--- src/rtl/mc_control.sv ---
// mc_control: multi-cycle MIPS controller FSM with unified-memory handshake,
// wait-state timeout, optional extended ISA and a retired-instruction counter.
module mc_control #(
  parameter bit          EXT_ISA = 1'b1,
  parameter int unsigned TIMEOUT = 16,
  parameter int unsigned CNT_W   = 32
) (
  input  logic             clk,
  input  logic             reset,
  input  logic [5:0]       op,
  input  logic [5:0]       fuc,
  input  logic             zero,
  input  logic             mem_ready,
  output logic             mem_req,
  output logic             mem_we,
  output logic             IorD,
  output logic             ir_write,
  output logic             pc_write,
  output logic [2:0]       NPCsle,
  output logic             RegWrite,
  output logic [1:0]       RegDst,
  output logic [2:0]       ALUOp,
  output logic             ALUSrcB,
  output logic             Extsle,
  output logic [1:0]       exstyle,
  output logic [1:0]       MemData,
  output logic             instr_done,
  output logic [CNT_W-1:0] retired,
  output logic             illegal,
  output logic             bus_err,
  output logic             halted,
  output logic [2:0]       state
);

  localparam int unsigned WCW = (TIMEOUT < 2) ? 1 : $clog2(TIMEOUT);

  typedef enum logic [2:0] {
    S_FETCH  = 3'd0,
    S_DECODE = 3'd1,
    S_EXEC   = 3'd2,
    S_MEM    = 3'd3,
    S_WB     = 3'd4,
    S_ERR    = 3'd5
  } state_e;

  typedef enum logic [3:0] {
    C_ADD, C_SUB, C_AND, C_OR, C_SLT, C_ORI, C_LUI, C_ADDIU,
    C_LW, C_SW, C_BEQ, C_J, C_JR, C_JAL, C_ILL
  } cls_e;

  state_e           state_q, state_d;
  cls_e             cls_q, dec;
  logic [WCW-1:0]   wait_q;
  logic [CNT_W-1:0] retired_q;
  logic             illegal_q, bus_err_q;
  logic             tmo_hit, tmo_err, retire;

  // Instruction class from the raw opcode/function fields.
  function automatic cls_e decode(input logic [5:0] o, input logic [5:0] f);
    cls_e c;
    c = C_ILL;
    case (o)
      6'b000000: begin
        case (f)
          6'b100000, 6'b100001: c = C_ADD;
          6'b100010, 6'b100011: c = C_SUB;
          6'b100100:            c = EXT_ISA ? C_AND : C_ILL;
          6'b100101:            c = EXT_ISA ? C_OR  : C_ILL;
          6'b101010:            c = EXT_ISA ? C_SLT : C_ILL;
          6'b001000:            c = C_JR;
          default:              c = C_ILL;
        endcase
      end
      6'b000010: c = C_J;
      6'b000011: c = C_JAL;
      6'b000100: c = C_BEQ;
      6'b100011: c = C_LW;
      6'b101011: c = C_SW;
      6'b001101: c = C_ORI;
      6'b001111: c = C_LUI;
      6'b001001: c = EXT_ISA ? C_ADDIU : C_ILL;
      default:   c = C_ILL;
    endcase
    return c;
  endfunction

  // Final request cycle without ready; ready in the same cycle wins.
  assign tmo_hit = (TIMEOUT != 0) && (wait_q == WCW'(TIMEOUT - 1)) && !mem_ready;

  always_comb begin
    state_d    = state_q;
    mem_req    = 1'b0;
    mem_we     = 1'b0;
    IorD       = 1'b0;
    ir_write   = 1'b0;
    pc_write   = 1'b0;
    NPCsle     = 3'b000;
    RegWrite   = 1'b0;
    RegDst     = 2'b00;
    ALUOp      = 3'b000;
    ALUSrcB    = 1'b0;
    Extsle     = 1'b0;
    exstyle    = 2'b00;
    MemData    = 2'b00;
    instr_done = 1'b0;
    halted     = 1'b0;
    tmo_err    = 1'b0;
    retire     = 1'b0;
    dec        = decode(op, fuc);
    if (!reset) begin
      case (state_q)
        S_FETCH: begin
          mem_req = 1'b1;
          if (mem_ready) begin
            ir_write = 1'b1;
            pc_write = 1'b1;
            state_d  = S_DECODE;
          end else if (tmo_hit) begin
            tmo_err = 1'b1;
            state_d = S_ERR;
          end
        end
        S_DECODE: begin
          case (dec)
            C_ILL: state_d = S_ERR;
            C_J: begin
              pc_write = 1'b1;
              NPCsle   = 3'b001;
              retire   = 1'b1;
            end
            C_JR: begin
              pc_write = 1'b1;
              NPCsle   = 3'b010;
              retire   = 1'b1;
            end
            C_JAL: begin
              pc_write = 1'b1;
              NPCsle   = 3'b001;
              RegWrite = 1'b1;
              RegDst   = 2'b10;
              MemData  = 2'b10;
              retire   = 1'b1;
            end
            default: state_d = S_EXEC;
          endcase
        end
        S_EXEC: begin
          case (cls_q)
            C_BEQ: begin
              pc_write = zero;
              NPCsle   = 3'b011;
              retire   = 1'b1;
            end
            C_LW, C_SW: state_d = S_MEM;
            default:    state_d = S_WB;
          endcase
        end
        S_MEM: begin
          mem_req = 1'b1;
          IorD    = 1'b1;
          mem_we  = (cls_q == C_SW);
          if (mem_ready) begin
            if (cls_q == C_SW) retire = 1'b1;
            else state_d = S_WB;
          end else if (tmo_hit) begin
            tmo_err = 1'b1;
            state_d = S_ERR;
          end
        end
        S_WB: begin
          RegWrite = 1'b1;
          RegDst   = (cls_q inside {C_ADD, C_SUB, C_AND, C_OR, C_SLT}) ? 2'b01 : 2'b00;
          MemData  = (cls_q == C_LW) ? 2'b01 : 2'b00;
          retire   = 1'b1;
        end
        S_ERR:   halted = 1'b1;
        default: state_d = S_ERR;
      endcase

      // ALU and immediate-extension controls, held through write-back.
      if (state_q == S_EXEC || state_q == S_WB) begin
        case (cls_q)
          C_SUB, C_BEQ: ALUOp = 3'b001;
          C_AND:        ALUOp = 3'b011;
          C_OR, C_ORI:  ALUOp = 3'b010;
          C_SLT:        ALUOp = 3'b100;
          default:      ALUOp = 3'b000;
        endcase
        if (cls_q inside {C_ORI, C_LUI, C_ADDIU, C_LW, C_SW}) begin
          ALUSrcB = 1'b1;
          Extsle  = 1'b1;
        end
        if (cls_q == C_ORI)      exstyle = 2'b01;
        else if (cls_q == C_LUI) exstyle = 2'b10;
      end

      if (retire) begin
        state_d    = S_FETCH;
        instr_done = 1'b1;
      end
    end
  end

  always_ff @(posedge clk) begin
    if (reset) begin
      state_q   <= S_FETCH;
      cls_q     <= C_ILL;
      wait_q    <= '0;
      retired_q <= '0;
      illegal_q <= 1'b0;
      bus_err_q <= 1'b0;
    end else begin
      state_q <= state_d;
      if (state_d != state_q)       wait_q <= '0;
      else if (mem_req && !mem_ready) wait_q <= wait_q + 1'b1;
      if (state_q == S_DECODE) cls_q <= dec;
      if (instr_done) retired_q <= retired_q + 1'b1;
      if (state_q == S_DECODE && dec == C_ILL) illegal_q <= 1'b1;
      if (tmo_err) bus_err_q <= 1'b1;
    end
  end

  // Everything reads zero while reset is held, even before the clock edge.
  assign retired = reset ? '0 : retired_q;
  assign illegal = illegal_q & ~reset;
  assign bus_err = bus_err_q & ~reset;
  assign state   = reset ? 3'd0 : state_q;

endmodule

--- config.mk ---
export PLATFORM = sky130hd
export DESIGN_NAME = mc_control
export DESIGN_NICKNAME = d
export VERILOG_FILES = /design/src/rtl/mc_control.sv
export SDC_FILE = /design/constraint.sdc
export NUM_CORES = 1
export LEC_CHECK = 0
export CELL_PAD_IN_SITES_DETAIL_PLACEMENT = 0
export CELL_PAD_IN_SITES_GLOBAL_PLACEMENT = 1
export CORE_MARGIN = 2
export CORE_UTILIZATION = 36
export CTS_CLUSTER_DIAMETER = 150
export DETAILED_ROUTE_END_ITERATION = 12
export MAX_ROUTING_LAYER = met4
export PLACE_DENSITY_LB_ADDON = 0.1
export RECOVER_POWER = 100
export SLEW_MARGIN = 20
export SYNTH_ARGS = -nofsm -noshare
export SYNTH_HDL_FRONTEND = slang
export SYNTH_SLANG_ARGS = --single-unit
--- constraint.sdc ---
create_clock -name clk -period 3.8 [get_ports clk]
set_input_delay 0.38 -clock clk [delete_from_list [all_inputs] [get_ports clk]]
set_output_delay 0.38 -clock clk [all_outputs]
set_load 0.01 [all_outputs]
==> metrics.cfg, run 1 <==
[yosys]
synth_most_common_cell = dfxtp_1
synth_area_per_cell_um2 = 7.40
synth.area.top_cells = dfxtp_1, nor2b_1, a21oi_1
synth_mux_area_share_pct = 2.76
yosys.area.top_type = dfxtp_1
synthAdderAreaFrac_pct = 0.813
synth_seq_area_share_pct = 29.3
synth-compound-area-share_pct = 21.3
syn-cell-area_um2 = 3080
yosys_warnings = 0
synth_edf_count = 0
synth-main-ff-cell = dfxtp_1
synth_top_area_share_pct = 29.3
ys_ff_latch = 45
synthTopCellsByCount = dfxtp_1, nor2_1, a21oi_1
synthSimpleGateAreaFrac_pct = 37.5
syn-num-nets = 434
yosysUniqueCellTypes = 56
synth_xor_area_share_pct = 2.28
async_flop_share_pct = 0
syn-instance-count = 416
synth_top_family_by_area = simple AND/OR/NAND/NOR gates

[detailed_routing]
avgRoutedWirePerCell_um = 13.6
num_vias = 3197
drc = 0
ant_nets = 0
drt_iter0_markers = 77
firstDrtPassIters = 4
drt-total-wl_um = 8080
routed_via_density = 5.36

[timing]
rsz0062_at_grt = no
finalHoldViolCount = 0
finalCritPeriodShare_pct = 95.4
report.final.slew_viol_count = 0
fin_worst_skew_ns = 0.00223
setup_viol = 0
max_slew_margin_pct = 20.8
fin_ws_ns = 0.175
worst_pin_slew_ns = 1.19
fmax_mhz = 276
period_needed_ns = 3.62

[hold_path]
hold_class = reg2reg
hold_start = illegal_q$_SDFFE_PP0P_

[global_route]
first_global_vias = 2996
grt_overflow = 0
grt_max_degree = 57
grt_pass1_wl_um = 13600
grt_usage_pct = 18.3
antenna_found_initial = 0

[worst_setup_path]
crit_path_max_incr_delay_ns = 0.46
reg2reg_from = wait_q[0]$_SDFFE_PP0P_
critPathSlowestCell = clkdlybuf4s50_1
crit_type = in2out
path_cells = clkdlybuf4s50_1 > or3_4 > or4_4 > buf_4 > or3b_1 > a21oi_1 > buf_4 > o31ai_2 > nor2b_1 > dlygate4sd2_1
startpoint_type = primary input
startpoint = op[4]
cp_common_cell = buf_4
crit_arrival_ns = 3.24
cp.required_ns = 3.42
cp-end-kind = output pin
cp_max_fo = 5

[run]
cap_violations = 0

[floorplanning]
start_util_pct = 37.3
die_area_um2 = 9310
ios = 75
coreArea_um2 = 8260
num_rows = 33
die_w_um = 96.5
die_y_um = 96.5

[cts]
cts_tree = yes
path_clk_slew_ns = 0.08
cts_max_level = 2
cts_setup_buffers = 0
worst_skew_pair.late_latency_ns = 0.29
root_buffer = clkbuf_8
cts_num_sinks = 45
cts.path.max_buffers = 2
cts_buffers = 5

[placement]
place_ws_ns = -0.193
dp_hpwl_um = 5900
io_buffer_count = 73
gp_congestion = 0.843
dpl-instance-area_um2 = 3980

[layout]
final_cell_area_um2 = 4010
fillCellCount = 879
layout-drive-gt1-share_pct = 6.72
final_util_pct = 48.5
diodes = 0
area_delta_synth_final_pct = 30.1
fin_nets = 508

[power_and_ir_drop]
irDropWorstVdd_mv = 0.123
p_leak_nw = 1.53
p_per_area_nw_per_um2 = 276
power_mw = 1.11

[outcome]
outcome = finished, final reports clean

==> timing repair <==
| item | 4_1_cts | 5_1_grt |
|---|---|---|
| resized for setup | 4 | 6 |
| setup endpoints to repair | 7 | 6 |
| pin swaps | 0 | 0 |
| hold buffers | 0 | 0 |
==> sequential cells by signal, indices dropped and copies added (netlist names) <==
register and flops:
retired_q 32, cls_q 4, wait_q 4, state_q 3, bus_err_q 1, illegal_q 1
==> final timing paths <==
path / end / slack, ns / cells past startpoint
setup / recovery: instr_done / 0.18 / 10
hold / removal: illegal_q$_SDFFE_PP0P_ / 0.48 / 2
setup reg to reg: wait_q[0]$_SDFFE_PP0P_ / 0.94 / 8
hold reg to reg: illegal_q$_SDFFE_PP0P_ / 0.48 / 2
==> metal layers <==
metal  vias to the layer above  GRT usage [%]  share of wire [%]
li1                       1647              -                  -
met4                         0           3.29               0.54
met1                      1480           23.5                 48
met5                         -              -                  0
met2                        66           31.4                 48
met3                         4           2.17                3.6
==> through the flow <==
| stage | TNS, ns | std cells | hold WS [ns] |
|---|---|---|---|
| 2_1_floorplan | 0 | 416 | 0.432 |
| 3_3_place_gp | -0.607 | 588 | 0.443 |
| 3_5_place_dp | -0.983 | 588 | 0.466 |
| 4_1_cts | 0 | 596 | 0.479 |
| 5_1_grt | 0 | 596 | 0.497 |
| 6_report | 0 | 596 | 0.481 |
==> worst max-delay path: cells and delay by family <==
| kind | cells | cell delay (ns) |
|---|---|---|
| and+or+nand+nor | 4 | 1.36 |
| buffers and inverters | 4 | 1.14 |
| AOI/OAI and AO/OA | 2 | 0.37 |
==> cells by family after synthesis <==
logic type               Yosys count
AO/OA/AOI/OAI                    104
adder cells (fa/ha/maj)            2
buffers and inverters             42
other                              1
flip-flops                        45
multiplexers                       8
AND/OR/NAND/NOR                  206
XOR/XNOR                           8
==> area by class of cell <==
cell class / count / area, um^2 / area share (%)
clock buffers: 8 / 80.1 / 2.00
inverters: 16 / 60.1 / 1.50
multi-input cells: 329 / 1990 / 49.7
flip-flops and latches: 45 / 901 / 22.5
well taps: 105 / 131 / 3.28
repair buffers: 93 / 843 / 21.0
==> report_power, final <==
group | total (mW) | internal (mW) | switching [mW]
sequential | 0.539 | 0.492 | 0.0469
clock | 0.285 | 0.131 | 0.154
combinational | 0.281 | 0.126 | 0.155
==> layout by cell type (no fill, tap or decap), types with 4 or more instances in the layout <==
cell	Yosys	final
or3_1	16	16
xnor2_1	5	5
dfxtp_1	45	45
dlygate4sd3_1	0	48
nor3_1	13	12
inv_1	16	16
o31ai_1	8	8
nand2_1	28	28
a211oi_1	6	6
nand3_1	13	13
buf_4	3	12
mux2i_1	4	4
clkbuf_1	21	12
o21a_1	4	4
and3_1	8	8
clkbuf_8	0	5
nor2_1	39	39
or4_1	14	15
a21oi_1	35	36
clkdlybuf4s50_1	0	17
nand2b_1	11	11
o21ai_0	27	27
a21o_1	5	5
nor2b_1	34	34
nand4_1	5	5
nor4_1	4	4
(Power assumes the default switching activity.)
==> run 2, diff against run 1 <==
--- a/config.mk
+++ b/config.mk
@@ -5,13 +5,13 @@
 export SDC_FILE = /design/constraint.sdc
 export NUM_CORES = 1
 export LEC_CHECK = 0
+export ABC_AREA = 0
 export CELL_PAD_IN_SITES_DETAIL_PLACEMENT = 0
 export CELL_PAD_IN_SITES_GLOBAL_PLACEMENT = 1
 export CORE_MARGIN = 2
 export CORE_UTILIZATION = 36
 export CTS_CLUSTER_DIAMETER = 150
 export DETAILED_ROUTE_END_ITERATION = 12
-export MAX_ROUTING_LAYER = met4
 export PLACE_DENSITY_LB_ADDON = 0.1
 export RECOVER_POWER = 100
 export SLEW_MARGIN = 20
==> run 2 against run 1 <==
  * Clock-buffer cell count did not move
  * Highest routed layer unchanged
  * Largest cell class unchanged
  * Register-to-register slack barely moved
  * Via count did not move
  * Routed wire length barely moved
  * Core utilization did not move
  * Cell count did not move
==> metrics.cfg, run 2 (synthesized netlist as in run 1, its figures left out) <==
[layout]
layout-drive-gt1-share_pct = 6.72
diodes = 0
reg.largest.list = retired_q x32, cls_q x4, wait_q x4
top_register = retired_q
layout_commonest_cell = dlygate4sd3_1
largest_reg_flops = 32
fin_nets = 508
area_delta_synth_final_pct = 30.1
final_cell_mix = dlygate4sd3_1, dfxtp_1, nor2_1

[timing]
finalHoldViolCount = 0
fmax_mhz = 276
rsz0062_at_grt = no
finalCritPeriodShare_pct = 95.4
fin_hold_ws_ns = 0.485
worst_pin_slew_ns = 1.19
report.final.slew_viol_count = 0
setup_viol = 0
period_needed_ns = 3.62
max_slew_margin_pct = 20.8
fin_worst_skew_ns = 0.00226

[global_route]
grt_pass1_wl_um = 13600
first_global_vias = 2992
grt_usage_pct = 17.8
antenna_found_initial = 0
grt_max_degree = 57
grt_overflow = 0

[floorplanning]
num_rows = 33
ios = 75
start_util_pct = 37.3
coreArea_um2 = 8260
die_w_um = 96.5
die_y_um = 96.5
die_area_um2 = 9310

[cts]
cts_buffers = 5
cts_num_sinks = 45
cts_tree = yes
cts.path.max_buffers = 2
worst_skew_pair.late_latency_ns = 0.29
root_buffer = clkbuf_8
cts_max_level = 2
path_clk_slew_ns = 0.08
ctsHoldBuffers = 0

[detailed_routing]
drt-total-wl_um = 8080
ant_nets = 0
avgRoutedWirePerCell_um = 13.6
firstDrtPassIters = 4
drc = 0
num_vias = 3197
routed_via_density = 5.36
drt_iter0_markers = 76

[worst_setup_path]
cp-end-kind = output pin
startpoint = op[4]
reg2reg_depth = 8
reg2reg_slack_ns = 0.94
crit_type = in2out
crit_arrival_ns = 3.24
crit_end = instr_done
reg2reg_from = wait_q[0]$_SDFFE_PP0P_
startpoint_type = primary input
cp.required_ns = 3.42
r2r-end = wait_q[0]$_SDFFE_PP0P_
cp_max_fo = 5

[power_and_ir_drop]
power_mw = 1.11
p_per_area_nw_per_um2 = 276
p_leak_nw = 1.53
irDropWorstVdd_mv = 0.124

[placement]
gp_congestion = 0.830
io_buffer_count = 73
dp_hpwl_um = 5900

[hold_path]
hold_start = illegal_q$_SDFFE_PP0P_
hold_class = reg2reg

[run]
cap_violations = 0

[outcome]
outcome = finished, final reports clean

run 2: worst min-delay path by stage:
stage,slack [ns],cells after the start,endpoint
global route,0.50,2,illegal_q$_SDFFE_PP0P_
finish,0.48,2,illegal_q$_SDFFE_PP0P_
global placement,0.44,2,illegal_q$_SDFFE_PP0P_
floorplan,0.43,2,illegal_q$_SDFFE_PP0P_
detailed placement,0.47,2,illegal_q$_SDFFE_PP0P_
CTS,0.48,2,illegal_q$_SDFFE_PP0P_
run 2: cell type report:
class	count	area [um^2]
tap	105	131
timing repair buffer	93	843
clock buffer	8	80.1
inverter	16	60.1
sequential	45	901
fill	879	4250
multi-input combinational	329	1990
run 2: worst max-delay path, cell delays in order:
cell and delay (ns):
clkdlybuf4s50_1 0.46, or3_4 0.39, or4_4 0.43, buf_4 0.16, or3b_1 0.40, a21oi_1 0.30
buf_4 0.19, o31ai_2 0.07, nor2b_1 0.14, dlygate4sd2_1 0.33
run 2: metal layers:
| layer | wire length [um] | track usage [%] |
|---|---|---|
| met4 | 48 | 3.29 |
| met1 | 3840 | 23.4 |
| met5 | 0 | 0 |
| met3 | 332 | 2.48 |
| met2 | 3850 | 31.4 |
run 2: what timing repair did:
action | in CTS | in global routing
gates resized for setup | 4 | 6
pin swaps | 0 | 0
endpoints found under the setup margin | 7 | 6
buffers inserted | 0 | 0
run 2: where the power goes:
| part | leakage [nW] | internal [mW] | switching, mW |
|---|---|---|---|
| combinational | 1.13 | 0.126 | 0.156 |
| sequential | 0.364 | 0.492 | 0.0471 |
| clock | 0.0395 | 0.131 | 0.155 |
| total | 1.53 | 0.749 | 0.357 |
run 2: metrics by stage:
step                worst slack [ns]  utilization [%]  instances  TNS [ns]  instance area [um^2]
finish                         0.175             48.5        596         0                  4010
CTS                          0.00434             49.3        596         0                  4070
floorplan                      0.630                -        416         0                  3080
global placement              -0.127             48.1        588    -0.607                  3980
detailed placement            -0.193             48.1        588    -0.983                  3980
global route                  0.0841             48.5        596         0                  4010
==> run 3, diff against run 2 <==
--- a/config.mk
+++ b/config.mk
@@ -8,6 +8,7 @@
 export ABC_AREA = 0
 export CELL_PAD_IN_SITES_DETAIL_PLACEMENT = 0
 export CELL_PAD_IN_SITES_GLOBAL_PLACEMENT = 1
+export CORE_ASPECT_RATIO = 0.75
 export CORE_MARGIN = 2
 export CORE_UTILIZATION = 36
 export CTS_CLUSTER_DIAMETER = 150
==> run 3 against run 2 <==
  * Setup slack worse by 0.050 ns
  * Clock-buffer cell count down 1
  * Core utilization increased by 0.51 points
  * Critical path depth shrank 1
  * Highest routed layer unchanged
  * Global-route usage grew 0.55 points
  * Final area is 2.6% higher
  * Critical endpoint is now NPCsle[0]
  * Clock power is 48% higher
  * Largest cell class unchanged
  * Non-clock buffer count is 4 higher
  * Flip-flop and latch count stayed put
  * Register-to-register slack worse by 0.20 ns
  * Cell count rose by 1.0%
  * Sequential power barely moved
==> metrics.cfg, run 3 (synthesized netlist as in run 1, its figures left out) <==
[outcome]
outcome = finished, final reports clean

[cts]
path_clk_slew_ns = 0.06
cts_buffers = 5
cts.path.max_buffers = 2
cts_num_sinks = 45
worst_skew_pair.late_latency_ns = 0.28
root_buffer = clkbuf_16
cts_tree = yes
cts_max_level = 2

[global_route]
antenna_found_initial = 0
grt_pass1_wl_um = 14300
grt_usage_pct = 18.4
grt_overflow = 0
grt_max_degree = 62
first_global_vias = 3019

[floorplanning]
ios = 75
die_y_um = 84.1
die_w_um = 111
die_area_um2 = 9320
coreArea_um2 = 8380
start_util_pct = 36.7
num_rows = 29

[hold_path]
worstHoldPathCells = 2
hold_start = illegal_q$_SDFFE_PP0P_
hold_end = illegal_q$_SDFFE_PP0P_
hold_class = reg2reg

[detailed_routing]
drt-total-wl_um = 8240
avgRoutedWirePerCell_um = 13.7
num_vias = 3260
ant_nets = 0
routed_via_density = 5.42
drc = 0
drt_iter0_markers = 178
firstDrtPassIters = 5

[placement]
io_buffer_count = 73
gp_congestion = 0.855
dpl-instance-area_um2 = 3990
dp_hpwl_um = 6170
place_inst = 593

[worst_setup_path]
r2r-end = retired_q[19]$_SDFFE_PP0P_
reg2reg_slack_ns = 0.74
path_cells = clkdlybuf4s50_1 > or3_4 > or4_4 > or4_4 > and2_4 > nor3_4 > nand2b_4 > a31oi_1 > clkdlybuf4s50_1
cp_max_fo = 3
reg2reg_depth = 8
cp.required_ns = 3.42
crit_type = in2out
crit_arrival_ns = 3.30
critPathSlowestCell = clkdlybuf4s50_1
cp-end-kind = output pin
reg2reg_from = state_q[1]$_SDFF_PP0_
crit_path_max_incr_delay_ns = 0.56
startpoint_type = primary input

[timing]
finalHoldViolCount = 0
fmax_mhz = 272
setup_tns_ns = 0
rsz0062_at_grt = no
report.final.slew_viol_count = 0
period_needed_ns = 3.68
setup_viol = 0
worst_pin_slew_ns = 1.14
max_slew_margin_pct = 24.2
fin_worst_skew_ns = 0.00406
finalCritPeriodShare_pct = 96.7

[layout]
reg.largest.list = retired_q x32, cls_q x4, wait_q x4
largest_reg_flops = 32
layoutNonFillerInstCount = 602
final_cell_mix = dlygate4sd3_1, dfxtp_1, nor2_1
fin_nets = 512
final_cell_area_um2 = 4110
top_register = retired_q
final_util_pct = 49.0
layout_commonest_cell = dlygate4sd3_1
layout-drive-gt1-share_pct = 8.10
area_delta_synth_final_pct = 33.4
diodes = 0

[power_and_ir_drop]
p_leak_nw = 1.60
power_mw = 1.26
p_per_area_nw_per_um2 = 306
irDropWorstVdd_mv = 0.170

[run]
cap_violations = 0

-- run 3: repair_timing --
action                                  4_1_cts  5_1_grt
gates resized for setup                       5        4
endpoints found under the setup margin        7        5
buffers inserted                              1        1
hold endpoints to repair                      0        0
hold buffers                                  0        0
pin swaps                                     1        0
-- run 3: layout make-up --
cell class | instances | area (um^2)
fillers | 899 | 4270
multi-input cells | 329 | 2010
flip-flops and latches | 45 | 901
repair buffers | 97 | 863
clock buffers | 7 | 143
well taps | 108 | 135
inverters | 16 | 60.1
-- run 3: worst max path at each step --
stage / from / slack, ns / end / cells after the start
after global routing: op[4] / 0.01 / NPCsle[0] / 9
after CTS: op[4] / 0.01 / pc_write / 9
after global placement: op[4] / -0.26 / RegWrite / 9
final: op[4] / 0.12 / NPCsle[0] / 9
after floorplan: op[3] / 0.63 / RegDst[1] / 9
after detailed placement: op[4] / -0.32 / RegWrite / 9
-- run 3: metrics by stage --
| step | worst slack, ns | hold WS [ns] |
|---|---|---|
| 3_5_place_dp | -0.318 | 0.460 |
| 2_1_floorplan | 0.630 | 0.432 |
| 5_1_grt | 0.0149 | 0.501 |
| 6_report | 0.125 | 0.463 |
| 3_3_place_gp | -0.261 | 0.444 |
| 4_1_cts | 0.0103 | 0.470 |
-- run 3: layer usage --
layer | global-route usage, % | share of wire [%]
met5 | 0 | 0
met2 | 25.8 | 41
met3 | 3.63 | 5.8
met1 | 28.1 | 52
met4 | 5.23 | 0.87
-- run 3: where the power goes --
group	switching [mW]	internal (mW)	total, mW
registers	0.0478	0.493	0.541
logic	0.161	0.131	0.292
clock network	0.166	0.258	0.424
total	0.375	0.883	1.26
-- run 3: critical path: cells and delay by family --
kind                   cells  cell delay [ns]
AND/OR/NAND/NOR            6             1.76
AO/OA/AOI/OAI              1             0.14
buffers and inverters      2             1.00
